$ cat src/rtl/hazard_fwd_unit.sv
// Operand forwarding from p3-4/p4-5/p5-2 into p3, plus load-use stall control.
// Latency: fwd_data is combinational; stall asserts in the hazard cycle and lasts LOAD_LAT cycles.
// Backpressure: stall holds PC/p2 and bubbles p3; flush cancels any stall in progress.
module hazard_fwd_unit #(
  parameter int DATA_WIDTH     = 16,
  parameter int REG_ADDR_WIDTH = 4,
  parameter int NUM_SRC        = 2,
  parameter int LOAD_LAT       = 1,
  parameter int CNT_WIDTH      = 16
) (
  input  logic                                 clk,
  input  logic                                 RST,
  input  logic                                 flush,
  input  logic [NUM_SRC*REG_ADDR_WIDTH-1:0]    src_addr,
  input  logic [NUM_SRC-1:0]                   src_used,
  input  logic [NUM_SRC*DATA_WIDTH-1:0]        src_data_p2,
  input  logic                                 wr_en_p34,
  input  logic                                 wr_en_p45,
  input  logic                                 wr_en_p52,
  input  logic [REG_ADDR_WIDTH-1:0]            wr_addr_p34,
  input  logic [REG_ADDR_WIDTH-1:0]            wr_addr_p45,
  input  logic [REG_ADDR_WIDTH-1:0]            wr_addr_p52,
  input  logic signed [DATA_WIDTH-1:0]         wr_data_p34,
  input  logic signed [DATA_WIDTH-1:0]         wr_data_p45,
  input  logic signed [DATA_WIDTH-1:0]         wr_data_p52,
  input  logic                                 is_load_p34,
  output logic signed [NUM_SRC*DATA_WIDTH-1:0] fwd_data,
  output logic                                 stall,
  output logic [CNT_WIDTH-1:0]                 stall_count
);

  typedef enum logic {IDLE, STALL} state_t;

  localparam logic [3:0] LAT_M1 = 4'(LOAD_LAT - 1);

  state_t                state, state_nxt;
  logic [3:0]            cnt, cnt_nxt;
  logic [NUM_SRC-1:0]    m34;
  logic                  hazard;
  logic                  stall_c;

  // Per-port bypass mux: youngest matching producer wins; a pending load in p3-4 is skipped.
  always_comb begin
    logic [REG_ADDR_WIDTH-1:0] a;
    logic                      nz;
    fwd_data = src_data_p2;
    m34      = '0;
    a        = '0;
    nz       = 1'b0;
    for (int i = 0; i < NUM_SRC; i++) begin
      a      = src_addr[i*REG_ADDR_WIDTH +: REG_ADDR_WIDTH];
      nz     = (a != '0);
      m34[i] = wr_en_p34 && (wr_addr_p34 == a) && nz;
      if (m34[i] && !is_load_p34)
        fwd_data[i*DATA_WIDTH +: DATA_WIDTH] = wr_data_p34;
      else if (wr_en_p45 && (wr_addr_p45 == a) && nz)
        fwd_data[i*DATA_WIDTH +: DATA_WIDTH] = wr_data_p45;
      else if (wr_en_p52 && (wr_addr_p52 == a) && nz)
        fwd_data[i*DATA_WIDTH +: DATA_WIDTH] = wr_data_p52;
    end
  end

  // Load-use hazard: only operands the instruction actually reads can stall it.
  assign hazard = is_load_p34 && |(m34 & src_used);

  // Stall FSM next-state: the hazard cycle itself is stall #1, STALL covers the remaining LOAD_LAT-1.
  always_comb begin
    state_nxt = state;
    cnt_nxt   = cnt;
    stall_c   = 1'b0;
    if (flush) begin
      state_nxt = IDLE;
      cnt_nxt   = '0;
    end else begin
      case (state)
        IDLE: begin
          stall_c = hazard;
          if (hazard && (LOAD_LAT > 1)) begin
            state_nxt = STALL;
            cnt_nxt   = LAT_M1;
          end
        end
        STALL: begin
          stall_c = 1'b1;
          cnt_nxt = cnt - 4'd1;
          if (cnt == 4'd1)
            state_nxt = IDLE;
        end
        default: begin
          state_nxt = IDLE;
          cnt_nxt   = '0;
        end
      endcase
    end
  end

  // Gate with reset so an in-flight hazard cannot assert stall while the unit is held in reset.
  assign stall = RST & stall_c;

  // FSM state and remaining-stall counter.
  always_ff @(posedge clk or negedge RST) begin
    if (!RST) begin
      state <= IDLE;
      cnt   <= '0;
    end else begin
      state <= state_nxt;
      cnt   <= cnt_nxt;
    end
  end

  // Saturating stall-cycle statistic; flush does not clear it.
  always_ff @(posedge clk or negedge RST) begin
    if (!RST)
      stall_count <= '0;
    else if (stall && (stall_count != '1))
      stall_count <= stall_count + 1'b1;
  end

endmodule
$ cat config.mk
export PLATFORM = sky130hd
export DESIGN_NAME = hazard_fwd_unit
export DESIGN_NICKNAME = d
export VERILOG_FILES = /design/src/rtl/hazard_fwd_unit.sv
export SDC_FILE = /design/constraint.sdc
export NUM_CORES = 1
export LEC_CHECK = 0
export CORE_ASPECT_RATIO = 0.7
export CORE_MARGIN = 5
export CORE_UTILIZATION = 39
export CTS_BUF_LIST = sky130_fd_sc_hd__clkbuf_4 sky130_fd_sc_hd__clkbuf_8
export CTS_CLUSTER_DIAMETER = 200
export CTS_CLUSTER_SIZE = 10
export DETAILED_ROUTE_END_ITERATION = 8
export PLACE_DENSITY_LB_ADDON = 0.12
export SLEW_MARGIN = 20
export SYNTH_ARGS = -nofsm -noshare
export SYNTH_HDL_FRONTEND = slang
export SYNTH_SLANG_ARGS = --single-unit
$ cat constraint.sdc
create_clock -name clk -period 2.8 [get_ports clk]
set_clock_uncertainty 0.05 [all_clocks]
set_input_delay 0.56 -clock clk [delete_from_list [all_inputs] [get_ports clk]]
set_output_delay 0.56 -clock clk [all_outputs]
set_load 0.005 [all_outputs]
### After elaboration in Yosys (flattened, before gate mapping)

Index checks and enable logic that the tools add are counted.
Widths: inputs -> output; s select.

| word-level totals | value |
|---|---|
| input port bits | 109 |
| bits in registers | 21 |

| cells by class | value |
|---|---|
| reductions and logical operators | 21 |
| bitwise gates (word level) | 3 |
| multiplexer cells | 13 |
| equality and inequality tests | 8 |
| $add $sub $neg | 2 |

Operators by type and width:

| kind | count |
|---|---|
| $mux 16 | 6 |
| $eq 4x4->1 | 6 |
| $add 16x1->16 const B | 1 |
| $logic_and 1x1->1 | 16 |
| $ne 16x16->1 const B | 1 |
| $mux 4 | 2 |
| $reduce_bool 4->1 | 2 |
| $eq 4x1->1 const B | 1 |
| $mux 1 | 4 |
| $sub 4x1->4 const B | 1 |
| $and 2x2->2 | 1 |
| $pmux 1 s2 | 1 |
| $reduce_bool 2->1 | 1 |
| $reduce_or 2->1 | 1 |
| $and 1x1->1 | 1 |
| $logic_not 1->1 | 1 |
| $not 1->1 | 1 |

### Depth between registers and ports, before layout

| logic depth | value |
|---|---|
| depth in word-level cells | 10 |
| mapped depth | 8 |
| mapped depth without buffers | 6 |

### Least setup slack after synthesis

OpenSTA, ideal clock, no wires.

| path | value |
|---|---|
| path type | input -> output |
| start point | input port src_addr[0] |
| end point | output port fwd_data[10] |
| stages on the path | 8 |
| arrival time | 2.011 ns |
| setup slack | 0.179 ns |
| data required time | 2.190 ns |
| path buffers | 3 |
| cell sequence | buf_2 -> xnor2_2 -> o41ai_1 -> or3b_1 -> buf_2 -> buf_6 -> a221o_1 -> a22o_1 |

| on the way | value |
|---|---|
| word-level cells in the longest chain between the ends | 6 |
| elaborated cells on any way between the ends | 14 |
| those cells by class | eq/ne: 3; mux: 3; reduce/logical: 8 |

RTL lines:

| item | line | text |
|---|---|---|
| start: declaration | 14 | `input logic [NUM_SRC*REG_ADDR_WIDTH-1:0] src_addr,` |
| $eq 4x4->1 | 58 | `else if (wr_en_p52 && (wr_addr_p52 == a) && nz)` |
| $logic_and 1x1->1 (2 in a row) | 58 |  |
| $mux 16 | 58 |  |
| $mux 16 | 56 | `else if (wr_en_p45 && (wr_addr_p45 == a) && nz)` |
| $mux 16 * | 54 | `if (m34[i] && !is_load_p34)` |
| end: declaration | 27 | `output logic signed [NUM_SRC*DATA_WIDTH-1:0] fwd_data,` |

Mark *: on every way between the ends. The rest lies on a longest branch, timed or not.

### Final worst setup path

| path | value |
|---|---|
| start point | input port wr_addr_p52[3] |
| end point | output port fwd_data[10] |

| on the way | value |
|---|---|
| word-level cells in the longest chain between the ends | 6 |

RTL lines:

| item | line | text |
|---|---|---|
| start: declaration | 22 | `input logic [REG_ADDR_WIDTH-1:0] wr_addr_p52,` |
| $eq 4x4->1 | 58 |  |
| $logic_and 1x1->1 (2 in a row) | 58 |  |
| $mux 16 | 58 |  |
| $mux 16 | 56 |  |
| $mux 16 | 54 |  |

No other way between the ends.

==> results list <==
- Type of element capturing the critical path: output port
- For this run, the slowest stage of the critical path takes 0.42 ns.
- Of all cell types, the one taking the most synthesized area is sky130_fd_sc_hd__dfrtp_1.
- Number of buffers created by CTS: 3
* Chip Height: 78.8 microns
- Synthesis-stage register bit count: 21
- Clock latency on the worst-skew pair, taken at its later pin, is 0.27 ns.
* # hold bufs at CTS: 0
* Worst EP required: 2.19 ns
- Post-Synthesis Cells: 338
- For this run, the leading register cell type out of synthesis is sky130_fd_sc_hd__dfrtp_1.
- Effective utilization at floorplan: 0.396
- Slack of the critical path: -0.160 ns
* Critical path's most frequent cell: sky130_fd_sc_hd__buf_6
* Leakage power: 0.00228 uW
* Final setup violating endpoints: 16
- Area share of the largest cell type after synthesis: 0.199
- Via count of the routed design: 3733
- After floorplanning, the core was sized to cover 6660 sq um.
- Routability Congestion: 0.906
- When the netlist entered floorplanning its net count stood at 450.
- Along the worst path, the maximum fanout reaches 5.
* Sequential element share of the synthesized area: 0.199
* Fmax: 338 MHz
- The floorplan has 25 rows.
- Global-route wire length before repair: 20.5 mm
* Clock-pin slew reported for the worst setup and hold paths after clock tree synthesis: 0.08 ns
* WL per Instance: 21.6 microns
* Transition time at the pin with the least slew margin: 0.484 ns
* Classification of the worst-slack hold path: flop to flop
* X dimension of the die: 108 microns
- After routing the design area is 5220 sq um.
- The checks that failed: negative setup slack.
- Across every metal layer, demand over resource in global routing totals 0.306.
- Pin count of the biggest net entering global routing: 22
- Buffer type at the clock tree root: sky130_fd_sc_hd__clkbuf_8
- Number of iterations in the first detailed-routing pass: 5
- Number of diodes: 0
- Placed wire-length estimate after detailed placement: 8.91 mm
* Unrepaired setup endpoints after global routing: yes
- Number of buffers added on ports: 157
- The flow ran to the end, but the final reports show violations.
- After detailed routing, the number of vias per cell comes to 5.93.
- CTS built an H-tree with a depth of 1.
- Summed over all failing endpoints, the final setup total negative slack is -1.53 ns.
- After detailed routing, the number of remaining DRC violations is 0.
* Final layout net count: 649
- The tool flagged a number of max-cap violations equal to 0.
- Walking the worst path, the cells encountered are buf_4 -> xnor2_2 -> nand3_2 -> or3b_4 -> buf_6 -> buf_6 -> a221o_1 -> a22o_1 -> buf_2.
- The final layout contains routed wiring with a total length of 13.6 mm.
- Category of the most critical setup path: primary input to output port
* Kind of launch point of the worst setup path: primary input
- Pins Over Slew Limit: 0
- Data on the critical path arrives at its endpoint at 2.35 ns.
- TritonCTS built the clock tree.
- Number of library cell types mapped by synthesis: 49
- Count of antenna-violating nets left after detailed routing: 0
* Number of enable flip-flop cells after synthesis: 0
- Number of I/O pins: 158
- Hold Fails Final Rpt: 0
* Area after DPL: 4540 sq um
* Worst slack at placement: -0.764 ns
- Initial detailed-routing violation count: 235
- In the synthesized netlist the async set-or-reset flop fraction comes to 1.00.
- In the final layout, the share of cells above drive strength 1 is 0.332.
- Clock Sinks: 21
* Relative slew slack: 0.674
* DIE AREA: 8540 sq um
- Fillers: 455
* Vias in the first global route: 3793
* Total congestion overflow: 0
- Cell types occupying the most area after synthesis: sky130_fd_sc_hd__dfrtp_1, sky130_fd_sc_hd__xnor2_1, sky130_fd_sc_hd__a221o_1
- For this run, the number of Yosys warnings is 0.
- The worst path in the final design needs a cycle of 2.96 ns, including I/O delays and setup.
* Cell Area, Synth: 2640 sq um
- On the critical path, the stage with the largest delay is an instance of sky130_fd_sc_hd__or3b_4.
* Initial antenna violation count: 0
- Dividing total power by cell area gives a power density of 216 nW/um^2.
* Maximum count of clock buffers along a single path: 2
- In the finished design, the share of the clock period the worst path needs comes to 1.06.
* Highest ir drop seen on vdd: 0.323 mV
- Relative to the synthesized area, the layout overhead comes to 97.5%.
* Post-synthesis area per instance: 7.81 sq um
per-layer routing:
layer / track usage / up-vias / wire length (microns)
met1: 0.385 / 1819 / 5430
met3: 0.0487 / 40 / 1150
met4: 0.107 / 0 / 523
li1: - / 1661 / -
met5: 0 / - / 0
met2: 0.532 / 213 / 6530
through the flow:
step / total power [uW] / hold slack [ns] / utilization / cells
floorplan: 496 / 0.214 / - / 338
detailed placement: 846 / 0.446 / 0.681 / 597
global route: 1180 / 0.486 / 0.783 / 630
finish: 1130 / 0.457 / 0.783 / 630
CTS: 1080 / 0.461 / 0.760 / 629
global placement: 836 / 0.447 / 0.681 / 597
final timing paths:
check | from | end | slack, ns | cells past startpoint
worst min-delay path | stall_count[10] | stall_count[10] | 0.46 | 1
worst max register to register | stall_count[0] | stall_count[1] | 0.72 | 6
min in group asynchronous | RST | stall_count[6] | 0.80 | 3
worst max-delay path | wr_addr_p52[3] | fwd_data[10] | -0.16 | 9
max in group asynchronous | RST | stall_count[2] | 1.68 | 3
worst min register to register | stall_count[10] | stall_count[10] | 0.46 | 1
Yosys cell counts (4+ instances only):
library cell / count
sky130_fd_sc_hd__xor2_1: 7
sky130_fd_sc_hd__and3_1: 23
sky130_fd_sc_hd__nor2_1: 10
sky130_fd_sc_hd__xnor2_1: 26
sky130_fd_sc_hd__o2111ai_1: 4
sky130_fd_sc_hd__buf_2: 12
sky130_fd_sc_hd__a221o_1: 16
sky130_fd_sc_hd__o21a_1: 18
sky130_fd_sc_hd__o21ai_0: 32
sky130_fd_sc_hd__o211ai_1: 5
sky130_fd_sc_hd__inv_1: 21
sky130_fd_sc_hd__nor3_1: 5
sky130_fd_sc_hd__a22o_1: 16
sky130_fd_sc_hd__dfrtp_1: 21
sky130_fd_sc_hd__and2_1: 17
sky130_fd_sc_hd__o22ai_1: 16
sky130_fd_sc_hd__clkbuf_1: 12
sky130_fd_sc_hd__nand2_1: 11
sky130_fd_sc_hd__nand3_1: 20
power breakdown:
| part | switching, uW | internal (uW) | total (uW) |
|---|---|---|---|
| Sequential | 5.66 | 307 | 313 |
| Combinational | 253 | 361 | 614 |
| Clock | 99.6 | 99.3 | 199 |
| Total | 358 | 767 | 1130 |
critical path, delay by kind of cell:
kind	cells	cell delay, ns
XOR/XNOR	1	0.17
AND/OR/NAND/NOR	2	0.53
AO/OA/AOI/OAI	2	0.55
buffers and inverters	4	0.52
layout make-up:
type	count	area (sq um)	share of cell area
multi-input combinational	268	2280	0.438
timing repair buffer	222	2160	0.415
tap	94	118	0.0226
clock inverter	1	5.00	0.000960
inverter	21	78.8	0.0151
clock buffer	3	41.3	0.00792
sequential	21	526	0.101
cell usage in the layout (no fill, tap or decap), types with 4 or more instances in the layout:
master	n
sky130_fd_sc_hd__clkbuf_2	4
sky130_fd_sc_hd__buf_2	33
sky130_fd_sc_hd__and3_1	19
sky130_fd_sc_hd__o211ai_1	5
sky130_fd_sc_hd__inv_1	21
sky130_fd_sc_hd__clkdlybuf4s50_1	102
sky130_fd_sc_hd__buf_4	34
sky130_fd_sc_hd__xnor2_1	14
sky130_fd_sc_hd__xnor2_2	9
sky130_fd_sc_hd__a22o_1	16
sky130_fd_sc_hd__buf_16	5
sky130_fd_sc_hd__o21ai_0	20
sky130_fd_sc_hd__and3_4	4
sky130_fd_sc_hd__xnor2_4	4
sky130_fd_sc_hd__o21a_1	18
sky130_fd_sc_hd__nand3_1	19
sky130_fd_sc_hd__and2_1	17
sky130_fd_sc_hd__xor2_1	5
sky130_fd_sc_hd__buf_12	9
sky130_fd_sc_hd__a221o_1	16
sky130_fd_sc_hd__dfrtp_1	21
sky130_fd_sc_hd__dlygate4sd2_1	8
sky130_fd_sc_hd__nand2_1	9
sky130_fd_sc_hd__nor2_1	6
sky130_fd_sc_hd__o22ai_2	14
sky130_fd_sc_hd__o21ai_1	10
sky130_fd_sc_hd__buf_6	24
state kept, by name, indices dropped and copies added (netlist names):
signal       cells
stall_count     16
cnt              4
state            1
what timing repair did:
| action | 4_1_cts | 5_1_grt |
|---|---|---|
| cloned | 8 | 0 |
| pin swaps | 43 | 33 |
| gates resized for setup | 262 | 45 |
| setup endpoints to repair | 33 | 32 |
| setup buffers | 20 | 2 |
cells by family (layout without fill, tap and decap cells):
kind of cell	after synthesis	after routing	synth area share
compound gates	123	123	0.347
simple gates	105	105	0.227
buf+inv	49	247	0.0839
xor+xnor	34	34	0.116
flops	21	21	0.199
fa+ha+maj	3	3	0.0142
mux	3	3	0.0128
(Power assumes the default switching activity.)
